`src/rtl/fetch_stage_pkg.sv`:
```
// Shared definitions for the instruction-fetch stage: the canonical NOP
// that fills IF/ID bubbles and the fetch FSM state encoding.
package fetch_stage_pkg;

  localparam logic [31:0] NOP_INSTR = 32'h0000_0013;

  typedef enum logic {
    FETCH = 1'b0,
    DRAIN = 1'b1
  } fetch_state_e;

endpackage

```
`src/rtl/fetch_stage_if_id_reg.sv`:
```
// IF/ID pipeline register. A bubble replaces the instruction with a NOP and
// clears valid but keeps the last PC; a load captures a real instruction.
module if_id_reg
  import fetch_stage_pkg::*;
#(
  parameter int WIDTH = 32
) (
  input  logic             clk,
  input  logic             reset,
  input  logic             load_i,
  input  logic             bubble_i,
  input  logic [WIDTH-1:0] instr_i,
  input  logic [WIDTH-1:0] pc_i,
  output logic [WIDTH-1:0] instr_o,
  output logic [WIDTH-1:0] pc_o,
  output logic             valid_o
);

  logic [WIDTH-1:0] instr_q;
  logic [WIDTH-1:0] pc_q;
  logic             valid_q;

  // Bubble wins over load so a redirect can never let a wrong-path word through.
  always_ff @(posedge clk or negedge reset) begin
    if (!reset) begin
      instr_q <= WIDTH'(NOP_INSTR);
      pc_q    <= '0;
      valid_q <= 1'b0;
    end else if (bubble_i) begin
      instr_q <= WIDTH'(NOP_INSTR);
      valid_q <= 1'b0;
    end else if (load_i) begin
      instr_q <= instr_i;
      pc_q    <= pc_i;
      valid_q <= 1'b1;
    end
  end

  assign instr_o = instr_q;
  assign pc_o    = pc_q;
  assign valid_o = valid_q;

endmodule

```
`src/rtl/fetch_stage.sv`:
```
// Instruction-fetch stage: program counter, imem request, redirect handling
// and the drain of a stale outstanding fetch after a redirect.
module fetch_stage
  import fetch_stage_pkg::*;
#(
  parameter int               WIDTH    = 32,
  parameter logic [WIDTH-1:0] RESET_PC = '0
) (
  input  logic             clk,
  input  logic             reset,
  input  logic             stall,
  input  logic             br_taken,
  input  logic [WIDTH-1:0] br_target,
  input  logic             epc_taken,
  input  logic [WIDTH-1:0] epc_target,
  output logic             imem_req,
  output logic [WIDTH-1:0] imem_addr,
  input  logic [WIDTH-1:0] imem_rdata,
  input  logic             imem_valid,
  output logic [WIDTH-1:0] instr_d,
  output logic [WIDTH-1:0] pc_d,
  output logic             valid_d
);

  fetch_state_e     state_q, state_d;
  logic [WIDTH-1:0] pc_f_q, pc_f_d;
  logic [WIDTH-1:0] pc_pend_q, pc_pend_d;
  logic             redirect;
  logic [WIDTH-1:0] target;
  logic             ifid_load;
  logic             ifid_bubble;

  assign redirect = epc_taken | br_taken;
  assign target   = (epc_taken ? epc_target : br_target) & ~WIDTH'(3);

  always_ff @(posedge clk or negedge reset) begin
    if (!reset) begin
      state_q   <= FETCH;
      pc_f_q    <= RESET_PC;
      pc_pend_q <= RESET_PC;
    end else begin
      state_q   <= state_d;
      pc_f_q    <= pc_f_d;
      pc_pend_q <= pc_pend_d;
    end
  end

  // A redirect with no response yet must wait out the stale request in DRAIN,
  // because imem cannot be retargeted while that request is outstanding.
  always_comb begin
    state_d     = state_q;
    pc_f_d      = pc_f_q;
    pc_pend_d   = pc_pend_q;
    ifid_load   = 1'b0;
    ifid_bubble = 1'b0;
    case (state_q)
      FETCH: begin
        if (redirect) begin
          ifid_bubble = 1'b1;
          pc_pend_d   = target;
          if (imem_valid) begin
            pc_f_d = target;
          end else begin
            state_d = DRAIN;
          end
        end else if (imem_valid) begin
          if (!stall) begin
            ifid_load = 1'b1;
            pc_f_d    = pc_f_q + WIDTH'(4);
          end
        end else if (!stall) begin
          ifid_bubble = 1'b1;
        end
      end
      DRAIN: begin
        ifid_bubble = 1'b1;
        if (redirect) begin
          pc_pend_d = target;
        end
        if (imem_valid) begin
          pc_f_d  = redirect ? target : pc_pend_q;
          state_d = FETCH;
        end
      end
      default: state_d = FETCH;
    endcase
  end

  assign imem_req  = reset;
  assign imem_addr = pc_f_q;

  if_id_reg #(
    .WIDTH(WIDTH)
  ) u_if_id (
    .clk     (clk),
    .reset   (reset),
    .load_i  (ifid_load),
    .bubble_i(ifid_bubble),
    .instr_i (imem_rdata),
    .pc_i    (pc_f_q),
    .instr_o (instr_d),
    .pc_o    (pc_d),
    .valid_o (valid_d)
  );

endmodule

```
`config.mk`:
```
export PLATFORM = sky130hd
export DESIGN_NAME = fetch_stage
export DESIGN_NICKNAME = d
export VERILOG_FILES = /design/src/rtl/fetch_stage_pkg.sv /design/src/rtl/fetch_stage_if_id_reg.sv /design/src/rtl/fetch_stage.sv
export SDC_FILE = /design/constraint.sdc
export NUM_CORES = 1
export LEC_CHECK = 0
export ABC_CLOCK_PERIOD_IN_PS = 2400
export CORE_MARGIN = 3
export CORE_UTILIZATION = 45
export CTS_BUF_LIST = sky130_fd_sc_hd__clkbuf_8
export CTS_CLUSTER_DIAMETER = 150
export DETAILED_ROUTE_END_ITERATION = 8
export PLACE_DENSITY_LB_ADDON = 0.3
export SLEW_MARGIN = 10
export SYNTH_ARGS = -nofsm -noshare
export SYNTH_HDL_FRONTEND = slang
export SYNTH_SLANG_ARGS = --single-unit
```
`constraint.sdc`:
```
create_clock -name clk -period 2.4 [get_ports clk]
set_input_delay 0.72 -clock clk [delete_from_list [all_inputs] [get_ports clk]]
set_output_delay 0.72 -clock clk [all_outputs]
set_load 0.01 [all_outputs]
```
## Word level (Yosys, flattened, before mapping)

Index checks and enable logic that the tools add are counted.

| cells by class | value |
|---|---|
| mux-type cells | 22 |
| reduce and logical (&&, ||, !) cells | 3 |
| multiply operators | 0 |
| $add $sub $neg | 1 |
| equality and inequality tests | 3 |
| shifts and indexed selects | 0 |
| $lt $le $gt $ge | 0 |
| div/mod/pow operators | 0 |
| bitwise logic cells | 3 |

Operator list:

| operator | number |
|---|---|
| 2-to-1 mux 32 bit | 9 |
| case mux 32 bit (2 select lines) | 1 |
| adder 32 x 3 -> 32 bit (second input constant) | 1 |
| 2-to-1 mux 1 bit | 10 |
| != test 2 bit (second input constant) | 2 |
| case mux 1 bit (2 select lines) | 2 |
| != test 3 bit (second input constant) | 1 |
| AND reduction 3 bit | 1 |
| NOT 1 bit | 2 |
| AND reduction 2 bit | 1 |
| nonzero test 2 bit | 1 |
| OR 1 bit | 1 |

| storage, ports and cells | value |
|---|---|
| latch bits | 0 |
| memory bits (writable) | 0 |
| memory bits (read-only) | 0 |
| logic and storage cells | 38 |
| register bits after elaboration | 130 |
| output and inout port bits | 98 |
| memories kept | 0 |
| input port bits | 102 |

## Logic depth before layout (Yosys ltp)

Gate-level depths: netlist of the first run.

| logic depth | value |
|---|---|
| word-level depth | 6 |
| gate-level depth with buffers | 8 |

## By module

From an unflattened synthesis of the first run, not the netlist that was laid out.

| second synthesis, totals | value |
|---|---|
| cells, all modules | 634 |
| area total of the unflattened synthesis | 6511.2 um2 |

By module, submodules not included:

| module | area each (um2) | cells an instance | instances |
|---|---|---|---|
| fetch_stage | 3854.9 | 458 | 1 |
| if_id_reg | 2656.3 | 176 | 1 |

## Worst setup path after synthesis of the first run

No wires, ideal clock.

| timing path | value |
|---|---|
| path kind | input port to flip-flop |
| from | input epc_taken |
| to | register u_if_id.pc_q[18] (netlist: u_if_id.pc_o[18]) |
| path slack | 345 ps |
| data required time | 2278 ps |
| buffers on the path | 3 |
| cell stages on the path | 7 |
| arrival | 1932 ps |
| cells stage by stage | or3_1 -> buf_2 -> or3_1 -> clkbuf_1 -> buf_2 -> nand2_1 -> o21ai_1 |

| between the ends | value |
|---|---|
| longest elaborated chain between the ends | 5 |
| elaborated cells between the ends (all ways) | 7 |
| those cells by class | mux: 4; bitwise: 2; reduce/logical: 1 |

RTL lines:

| item | RTL line | RTL |
|---|---|---|
| from (decl) | fetch_stage.sv:14 | `input logic epc_taken,` |
| OR 1 bit * | fetch_stage.sv:33 | `assign redirect = epc_taken \| br_taken;` |
| 2-to-1 mux 1 bit | fetch_stage.sv:58 | `if (redirect) begin` |
| case mux 1 bit (2 select lines) | fetch_stage.sv:56 | `case (state_q)` |
| NOT 1 bit (no line) | - |  |
| AND reduction 2 bit (no line) * | - |  |
| to (signal assigned) | fetch_stage_if_id_reg.sv:34 | `pc_q <= pc_i;` |
| to (decl) | fetch_stage_if_id_reg.sv:20 | `logic [WIDTH-1:0] pc_q;` |

Mark *: on every way between the ends. The rest lies on a longest branch, timed or not.
A chain may end at the register's enable or synchronous reset.

## Worst setup path in the final report of the first run

| timing path | value |
|---|---|
| from | register pc_f_q[14] (netlist: imem_addr[14]) |
| to | output imem_addr[14] |

RTL lines:

| item | RTL line | RTL |
|---|---|---|
| from (decl) | fetch_stage.sv:26 | `logic [WIDTH-1:0] pc_f_q, pc_f_d;` |
| from (signal assigned) | fetch_stage.sv:43 | `pc_f_q <= pc_f_d;` |
| to (decl) | fetch_stage.sv:17 | `output logic [WIDTH-1:0] imem_addr,` |

No word-level cell between the ends.

==> results of run 1 <==
## power groups by stage
stage / Combinational, mW / Clock [mW] / Sequential, mW
6_report: 1.42 / 1.56 / 2.73
5_1_grt: 1.54 / 1.69 / 2.77
4_1_cts: 1.43 / 1.59 / 2.73
3_5_place_dp: 1.42 / 0 / 2.77
3_3_place_gp: 1.40 / 0 / 2.75
2_1_floorplan: 0.512 / 0 / 2.78
## worst register-to-register path, stage by stage (launching register included)
cell and delay (ns):
dfrtp_1 0.56, nand4_2 0.18, or4_1 0.61, or4_1 0.49, o211ai_1 0.11
## cell families after synthesis
family	Yosys count	share of synthesized area [%]
mux	4	0.620
simple gates	260	21.9
buf+inv	64	4.67
compound gates	214	22.2
flops	130	50.4
fa+ha+maj	1	0.194
## worst max path at each step
stage	from	to	slack, ns
after global routing	imem_addr[14]	imem_addr[14]	0.01
after CTS	imem_addr[21]	imem_addr[21]	0.04
final	imem_addr[14]	imem_addr[14]	0.06
after floorplan	epc_taken	u_if_id.pc_o[18]	0.35
after global placement	stall	imem_addr[25]	-0.05
after detailed placement	stall	imem_addr[25]	-0.07
## flip-flops by register name, indices dropped and copies added, names as in the netlist
signal	cells
state_q	1
u_if_id.pc_o	32
pc_pend_q	32
u_if_id.valid_o	1
imem_addr	32
u_if_id.instr_o	32
## layout by cell type, fill, tap and decap left out, types with 4 or more instances in the layout
master / count
nand3b_1: 9
clkdlybuf4s50_1: 192
o22ai_1: 6
and4_1: 5
o22a_1: 5
nand2_1: 110
dfrtp_1: 124
a211oi_1: 4
nand4_1: 13
o21ai_0: 13
nor2_1: 15
a21oi_1: 71
nor4_1: 7
clkbuf_8: 20
mux2i_1: 4
o32a_1: 10
a22o_1: 31
buf_4: 30
clkinv_2: 4
nor2b_1: 28
nand3_1: 12
a31oi_1: 4
nor3_1: 4
buf_12: 10
o311ai_0: 5
o211ai_1: 6
o21ai_1: 20
nand2b_1: 28
a21boi_0: 19
inv_1: 16
## area by class of cell
class / instances / area (µm²) / share of cell area, %
inverter: 9 / 33.8 / 0.370
clock buffer: 20 / 275 / 3.02
multi-input combinational: 479 / 2910 / 31.9
timing repair buffer: 235 / 2370 / 25.9
sequential: 130 / 3260 / 35.7
tap: 180 / 225 / 2.47
clock inverter: 12 / 53.8 / 0.589
## Yosys cell counts (all sizes together), types with 10 or more instances
cell and instances:
o21ai 33, o32a 10, a22o 31, nor2b 28, buf 27, nand2 111, dfrtp 127, a21boi 19
nand3 12, nand2b 28, a21oi 71, nor2 16, nand4 16, clkbuf 28
## through the flow
step                total power [mW]  area (µm²)  hold slack, ns
detailed placement              4.19        8800           0.464
global placement                4.15        8800           0.456
global route                    6.00        9130           0.405
finish                          5.72        9130           0.369
floorplan                       3.29        6460           0.424
CTS                             5.75        9130           0.400
## routing by layer
layer  share of wire [%]  up-vias
met1                  44     2911
met2                  46      269
met5                   0        -
li1                    -     2845
met4                 1.5        0
met3                 8.9       26
==> results.cfg, run 1 <==
[route]
drt-pass1-iter-count = 5
vias = 6051
wl_per_cell_um = 18.5
via_per_inst = 5.68
drt_iter0_markers = 460
ant_nets = 0
drc_errors = 0
wl_um = 19700

[floorplan]
rows = 43
initial_core_util_pct = 46.4
core_um2 = 13900
io_pins = 200
die_area_um2 = 15800
die_w_um = 126
die_y_um = 126

[power_and_ir_drop]
clock_power_share_pct = 27.3
switching_share_pct = 30.1
power_frac_comb_pct = 24.9
leakage_nw = 3.84
power_frac_seq_pct = 47.8
p_int_mw = 4.00
power_switching_mw = 1.72
ir_worst_vdd_uv = 409
p_per_area_nw_per_um2 = 626

[yosys]
yosys_most_used_dff = dfrtp_1
yosys.area.top_type_share_pct = 49.2
avgSynthCellArea_um2 = 9.60
synth.area.top_cells = dfrtp_1 (49%), nand2_1 (6.4%), a21oi_1 (5.5%), a22o_1 (4.2%), nand2b_1 (2.7%)
synth_area_um2 = 6460
synth_cells = 673
synth.distinct_cells = 64
ys_warn_count = 0
yosysSeqAreaShare_pct = 50.4
synth_edf_count = 0
async_reset_ff_share_pct = 100
synth_area_leader_cell = dfrtp_1
yosys_register_bits = 130
syn_nets = 776

[clock_tree]
postCtsSetupBuffers = 0
cts_inserted_buffers = 17
clock_sinks = 130
post_cts_resized = 0
cts.clk_slew.worst_paths_ns = 0.07
cts_buffer_depth = 2
cts_root_buf = clkbuf_8
cts_htree_levels = 4
cts_hold_buf = 0
clk_latency_ns = 0.43
cts_tree = built

[worst_setup_path]
cp_top_family = buffers and inverters
path_max_fanout = 9
rr_worst_depth = 4
worstSetupEndpointType = output port
r2r-start = imem_addr[7]
cp-start-kind = register
worstPathArrival_ns = 1.62
cp_num_cells = 1
slowest_stage = clkdlybuf4s50_1
crit_chain = clkdlybuf4s50_1
cp.required_ns = 1.68
worst-setup-path-type = reg -> out
max_stage_delay_ns = 0.61
worst-path-buf-inv = 1
r2r_slack_ns = 0.36
rr_endpoint = imem_addr[31]

[timing]
slew_viol_final = 0
min_period_over_period_pct = 97.5
rsz0062_at_grt = false
tns_ns = 0
fmax_mhz = 428
final-hold-violation-count = 0
skew_ns = 0.00732
worst_pin_slew_ns = 0.702
period_minus_slack_ns = 2.34
final.setup.worst_slack_ns = 0.0608
setup_violations = 0
relSlewSlack_pct = 53.2

[finish]
diodes = 0
nFillCells = 1140
finalNonFillerCells = 1065
layout-drive-gt1-share_pct = 9.94
area_delta_synth_final_pct = 41.3
fin_util_pct = 65.5
finish.net_count = 975

[grt]
grt_pass1_vias = 5828
antenna_found_initial = 0
grt_use_met1_pct = 36.4
grt_max_degree = 131
grt-ovfl-total = 0
track_usage_pct = 24.7
grtUsageMet3_pct = 5.26
grt_first_pass_wirelength_um = 31300
gr-max-usage-layer = met2
met2_usage_pct = 37.0

[run_status]
status = complete, no violations

[run]
drv_cap = 0

[placement]
place_ws_ns = -0.0726
port_buffers = 195
dp.cells = 1033
gp_congestion = 0.874
dpl.hpwl_um = 14400

[hold_path]
hold_class = in -> async
Note: power is estimated with default switching activity, not from simulation.
==> run 2, diff against run 1 <==
Settings changed: REMOVE_ABC_BUFFERS from default to 1.
==> run 2 against run 1 <==
Against the previous run:
- global-route usage increased by 0.10 points
- largest power group unchanged
- sequential power about the same
- highest routed layer unchanged
- first-iteration DRC count increased by 5.7%
- cell area increased by 0.81%
- sequential share of layout area decreased by 0.30 points
- flip-flop and latch count unchanged
- register-to-register slack got worse by 0.08 ns
- hold slack got worse by 0.020 ns
- combinational power about the same
- routed wire length decreased by 0.22%
- clock-buffer cell count decreased by 1
- clock power increased by 24%
==> results.cfg, run 2 (same netlist as run 1, synthesis figures left out) <==
[floorplan]
core_um2 = 13900
die_area_um2 = 15800
initial_core_util_pct = 46.4
die_y_um = 126
rows = 43
die_w_um = 126
io_pins = 200

[clock_tree]
cts_buffer_depth = 2
cts_tree = built
cts_htree_levels = 4
cts_root_buf = clkbuf_8
cts_inserted_buffers = 17
cts.clk_slew.worst_paths_ns = 0.08
clk_latency_ns = 0.45
clock_sinks = 130

[timing]
relSlewSlack_pct = 49.7
final-hold-violation-count = 0
rsz0062_at_grt = false
worst_pin_slew_ns = 0.749
min_period_over_period_pct = 97.2
slew_viol_final = 0
final.setup.worst_slack_ns = 0.0665
setup_violations = 0
fmax_mhz = 429
period_minus_slack_ns = 2.33
skew_ns = 0.0110

[worst_setup_path]
slowest_stage = clkdlybuf4s50_1
crit_start = imem_addr[19]
crit_chain = clkdlybuf4s50_1
worst-setup-path-type = reg -> out
cp-start-kind = register
worstPathArrival_ns = 1.61
worst-path-buf-inv = 1
worstSetupEndpointType = output port
r2r-start = imem_addr[2]
cp.required_ns = 1.68
max_stage_delay_ns = 0.64
cp_top_family = buffers and inverters
path_max_fanout = 8

[finish]
layout.cells.most_common = clkdlybuf4s50_1
diodes = 0
layout-drive-gt1-share_pct = 10.9
final_cell_mix = clkdlybuf4s50_1 (192), dfrtp_1 (125), nand2_1 (110)
finish.net_count = 980
area_delta_synth_final_pct = 42.5
fin_area_um2 = 9200

[hold_path]
hold_class = in -> async

[route]
wl_um = 19700
ant_nets = 0
drt-pass1-iter-count = 5
drc_errors = 0
via_per_inst = 5.73
wl_per_cell_um = 18.4
vias = 6132
drt_iter0_markers = 486

[power_and_ir_drop]
leakage_nw = 3.87
p_per_area_nw_per_um2 = 658
ir_worst_vdd_uv = 355

[placement]
dpl_cell_area_um2 = 8800
port_buffers = 195
gp_congestion = 0.870
place_ws_ns = -0.0829
dpl.hpwl_um = 13800

[grt]
grt_max_degree = 131
track_usage_pct = 24.8
grt_first_pass_wirelength_um = 31800
grt-ovfl-total = 0
grt_pass1_vias = 6290
antenna_found_initial = 0

[run_status]
status = complete, no violations

[run]
drv_cap = 0
-- run 2: path summary, 6_finish.rpt --
kind / slack (ns) / depth (start not counted) / end
setup / recovery: 0.07 / 1 / imem_addr[19]
hold / removal: 0.35 / 2 / u_if_id.instr_o[5]
setup reg to reg: 0.28 / 5 / imem_addr[14]
hold reg to reg: 0.48 / 2 / u_if_id.pc_o[16]
max in group asynchronous: 1.51 / 2 / imem_addr[6]
min in group clk: 0.48 / 2 / u_if_id.pc_o[16]
-- run 2: per-stage QoR --
stage | util, % | hold slack [ns] | total power [mW] | std cells | TNS [ns]
2_1_floorplan | - | 0.424 | 3.22 | 618 | -25.02
3_3_place_gp | 63.1 | 0.458 | 4.12 | 1038 | -0.211
3_5_place_dp | 63.1 | 0.462 | 4.16 | 1038 | -0.823
6_report | 66.0 | 0.350 | 6.05 | 1070 | 0
4_1_cts | 66.0 | 0.383 | 6.09 | 1070 | 0
5_1_grt | 66.0 | 0.398 | 6.35 | 1070 | 0
-- run 2: power breakdown --
group          internal (mW)  switching, mW  leakage, nW
Combinational          0.781          0.631         2.02
Clock                   1.06          0.870        0.213
Sequential              2.45          0.261         1.63
-- run 2: layout make-up --
class / instances / area [µm²]
Clock buffer: 19 / 262
Clock inverter: 13 / 143
Fill cell: 1100 / 4730
Inverter: 9 / 33.8
Multi-Input combinational cell: 479 / 2910
Sequential cell: 130 / 3260
Tap cell: 180 / 225
Timing Repair Buffer: 240 / 2370
-- run 2: what timing repair did --
action / 4_1_cts / 5_1_grt
hold buffers: 0 / 0
resized for setup: 0 / 2
setup buffers: 0 / 0
setup endpoints to repair: 0 / 2
-- run 2: per-layer routing --
metal	vias to the layer above	share of wire (%)	GRT usage (%)	wire, µm
met5	-	0	0	0
li1	2847	-	-	-
met3	51	6.5	5.98	1270
met4	0	3.0	9.65	588
met1	2976	42	32.0	8230
met2	258	49	40.5	9570
==> run 3, diff against run 2 <==
Settings changed: CELL_PAD_IN_SITES_DETAIL_PLACEMENT from default to 1, CELL_PAD_IN_SITES_GLOBAL_PLACEMENT from default to 1, CORE_UTILIZATION 45 to 36.
==> run 3 against run 2 <==
Against the previous run:
- combinational power is 4% higher
- fmax is 0.57% higher
- non-clock buffer count is 9 higher
- largest power group unchanged
- cell area is 0.64% higher
- clock-buffer cell count is 1 lower
- flip-flop and latch count stayed put
- sequential power hardly changed
==> results.cfg, run 3 (same netlist as run 1, synthesis figures left out) <==
[timing]
worst_pin_slew_ns = 0.751
period_minus_slack_ns = 2.32
setup_violations = 0
skew_ns = 0.00682
relSlewSlack_pct = 49.9
fmax_mhz = 431
final-hold-violation-count = 0
hold_ws_ns = 0.345
min_period_over_period_pct = 96.7
tns_ns = 0
slew_viol_final = 0
rsz0062_at_grt = false

[worst_setup_path]
worstSetupEndpointType = output port
max_stage_delay_ns = 0.61
crit_chain = clkdlybuf4s50_1
rr_worst_depth = 4
worst-setup-path-type = reg -> out
rr_endpoint = imem_addr[29]
worstPathArrival_ns = 1.60
cp_top_family = buffers and inverters
path_max_fanout = 8
worst-path-buf-inv = 1
crit_start = imem_addr[27]
r2r_slack_ns = 0.33
r2r-start = imem_addr[8]
cp-start-kind = register
slowest_stage = clkdlybuf4s50_1
cp.required_ns = 1.68

[finish]
finish.net_count = 989
multi_input_area_um2 = 2910
fin_util_pct = 53.2
layout.cells.most_common = clkdlybuf4s50_1
regArea_um2 = 3260
area_delta_synth_final_pct = 43.4
nFillCells = 1951
final_cell_mix = clkdlybuf4s50_1 (192), dfrtp_1 (126), nand2_1 (110)
diodes = 0
layout-drive-gt1-share_pct = 12.0

[route]
drt-pass1-iter-count = 5
ant_nets = 0
via_per_inst = 5.51
drt_iter0_markers = 340
wl_um = 22500
wl_per_cell_um = 20.0
drc_errors = 0
vias = 6190

[clock_tree]
clk_latency_ns = 0.45
clock_sinks = 130
cts_tree = built
cts.clk_slew.worst_paths_ns = 0.08
cts_htree_levels = 4
cts_inserted_buffers = 17
cts_buffer_depth = 2
cts_root_buf = clkbuf_8
postCtsSetupBuffers = 0

[power_and_ir_drop]
power_switching_mw = 1.85
finalPower_mw = 6.03
power_frac_comb_pct = 24.4
p_int_mw = 4.18
p_per_area_nw_per_um2 = 651
clock_power_share_pct = 30.8
power_frac_seq_pct = 44.8
ir_worst_vdd_uv = 346
leakage_nw = 3.87
switching_share_pct = 30.7

[placement]
gp_congestion = 0.837
port_buffers = 195
dpl.hpwl_um = 16600

[grt]
grt_first_pass_wirelength_um = 37100
antenna_found_initial = 0
grt_pass1_vias = 6901
track_usage_pct = 23.4
grt_max_degree = 131
grt-ovfl-total = 0

[run]
drv_cap = 0

[hold_path]
hold_class = in -> async

[floorplan]
core_um2 = 17400
die_w_um = 140
io_pins = 200
initial_core_util_pct = 37.1
die_y_um = 140
die_area_um2 = 19600
rows = 48

[run_status]
status = complete, no violations
run 3: changes by cell type in the layout (fill, tap and decap cells not counted), moves of 2 or more:
cell        delta
buf_12         -4
inv_1          -2
buf_4         +13
clkinv_4       +2
clkinvlp_4     +3
run 3: through the flow:
step	setup slack, ns	cells	instance area, µm²
CTS	0.0201	1124	9260
global placement	-0.0756	1092	8870
detailed placement	-0.131	1092	8870
finish	0.0797	1124	9260
floorplan	-0.675	618	6190
global route	0.00941	1124	9260
run 3: area by class of cell:
type                       instances  area share (%)
clock inverter                    14            1.51
inverter                           9           0.365
sequential                       130            35.2
multi-input combinational        479            31.5
timing repair buffer             249            25.8
tap                              225            3.04
clock buffer                      18            2.67
run 3: layer usage:
| layer | track usage, % | wire length, µm | up-vias |
|---|---|---|---|
| met1 | 29.5 | 9620 | 3111 |
| met3 | 5.43 | 1090 | 32 |
| met5 | 0 | 0 | - |
| met2 | 40.3 | 11400 | 174 |
| li1 | - | - | 2873 |
| met4 | 6.78 | 385 | 0 |
run 3: worst max-delay path by stage:
stage | slack (ns) | depth (start not counted) | to
final | 0.08 | 1 | imem_addr[27]
after global routing | 0.009 | 1 | imem_addr[27]
after CTS | 0.02 | 1 | imem_addr[20]
after detailed placement | -0.13 | 6 | imem_addr[16]
after global placement | -0.08 | 6 | imem_addr[16]
after floorplan | -0.67 | 4 | imem_addr[31]
run 3: timing repair:
item	4_1_cts	5_1_grt
hold buffers	0	0
resized for setup	0	1
setup endpoints to repair	0	1
run 3: power by group through the flow:
stage / Sequential, mW / Clock (mW) / Combinational (mW)
floorplan: 2.80 / 0 / 0.426
global placement: 2.71 / 0 / 1.43
detailed placement: 2.74 / 0 / 1.48
CTS: 2.70 / 1.90 / 1.49
global route: 2.74 / 2.00 / 1.60
finish: 2.70 / 1.86 / 1.47
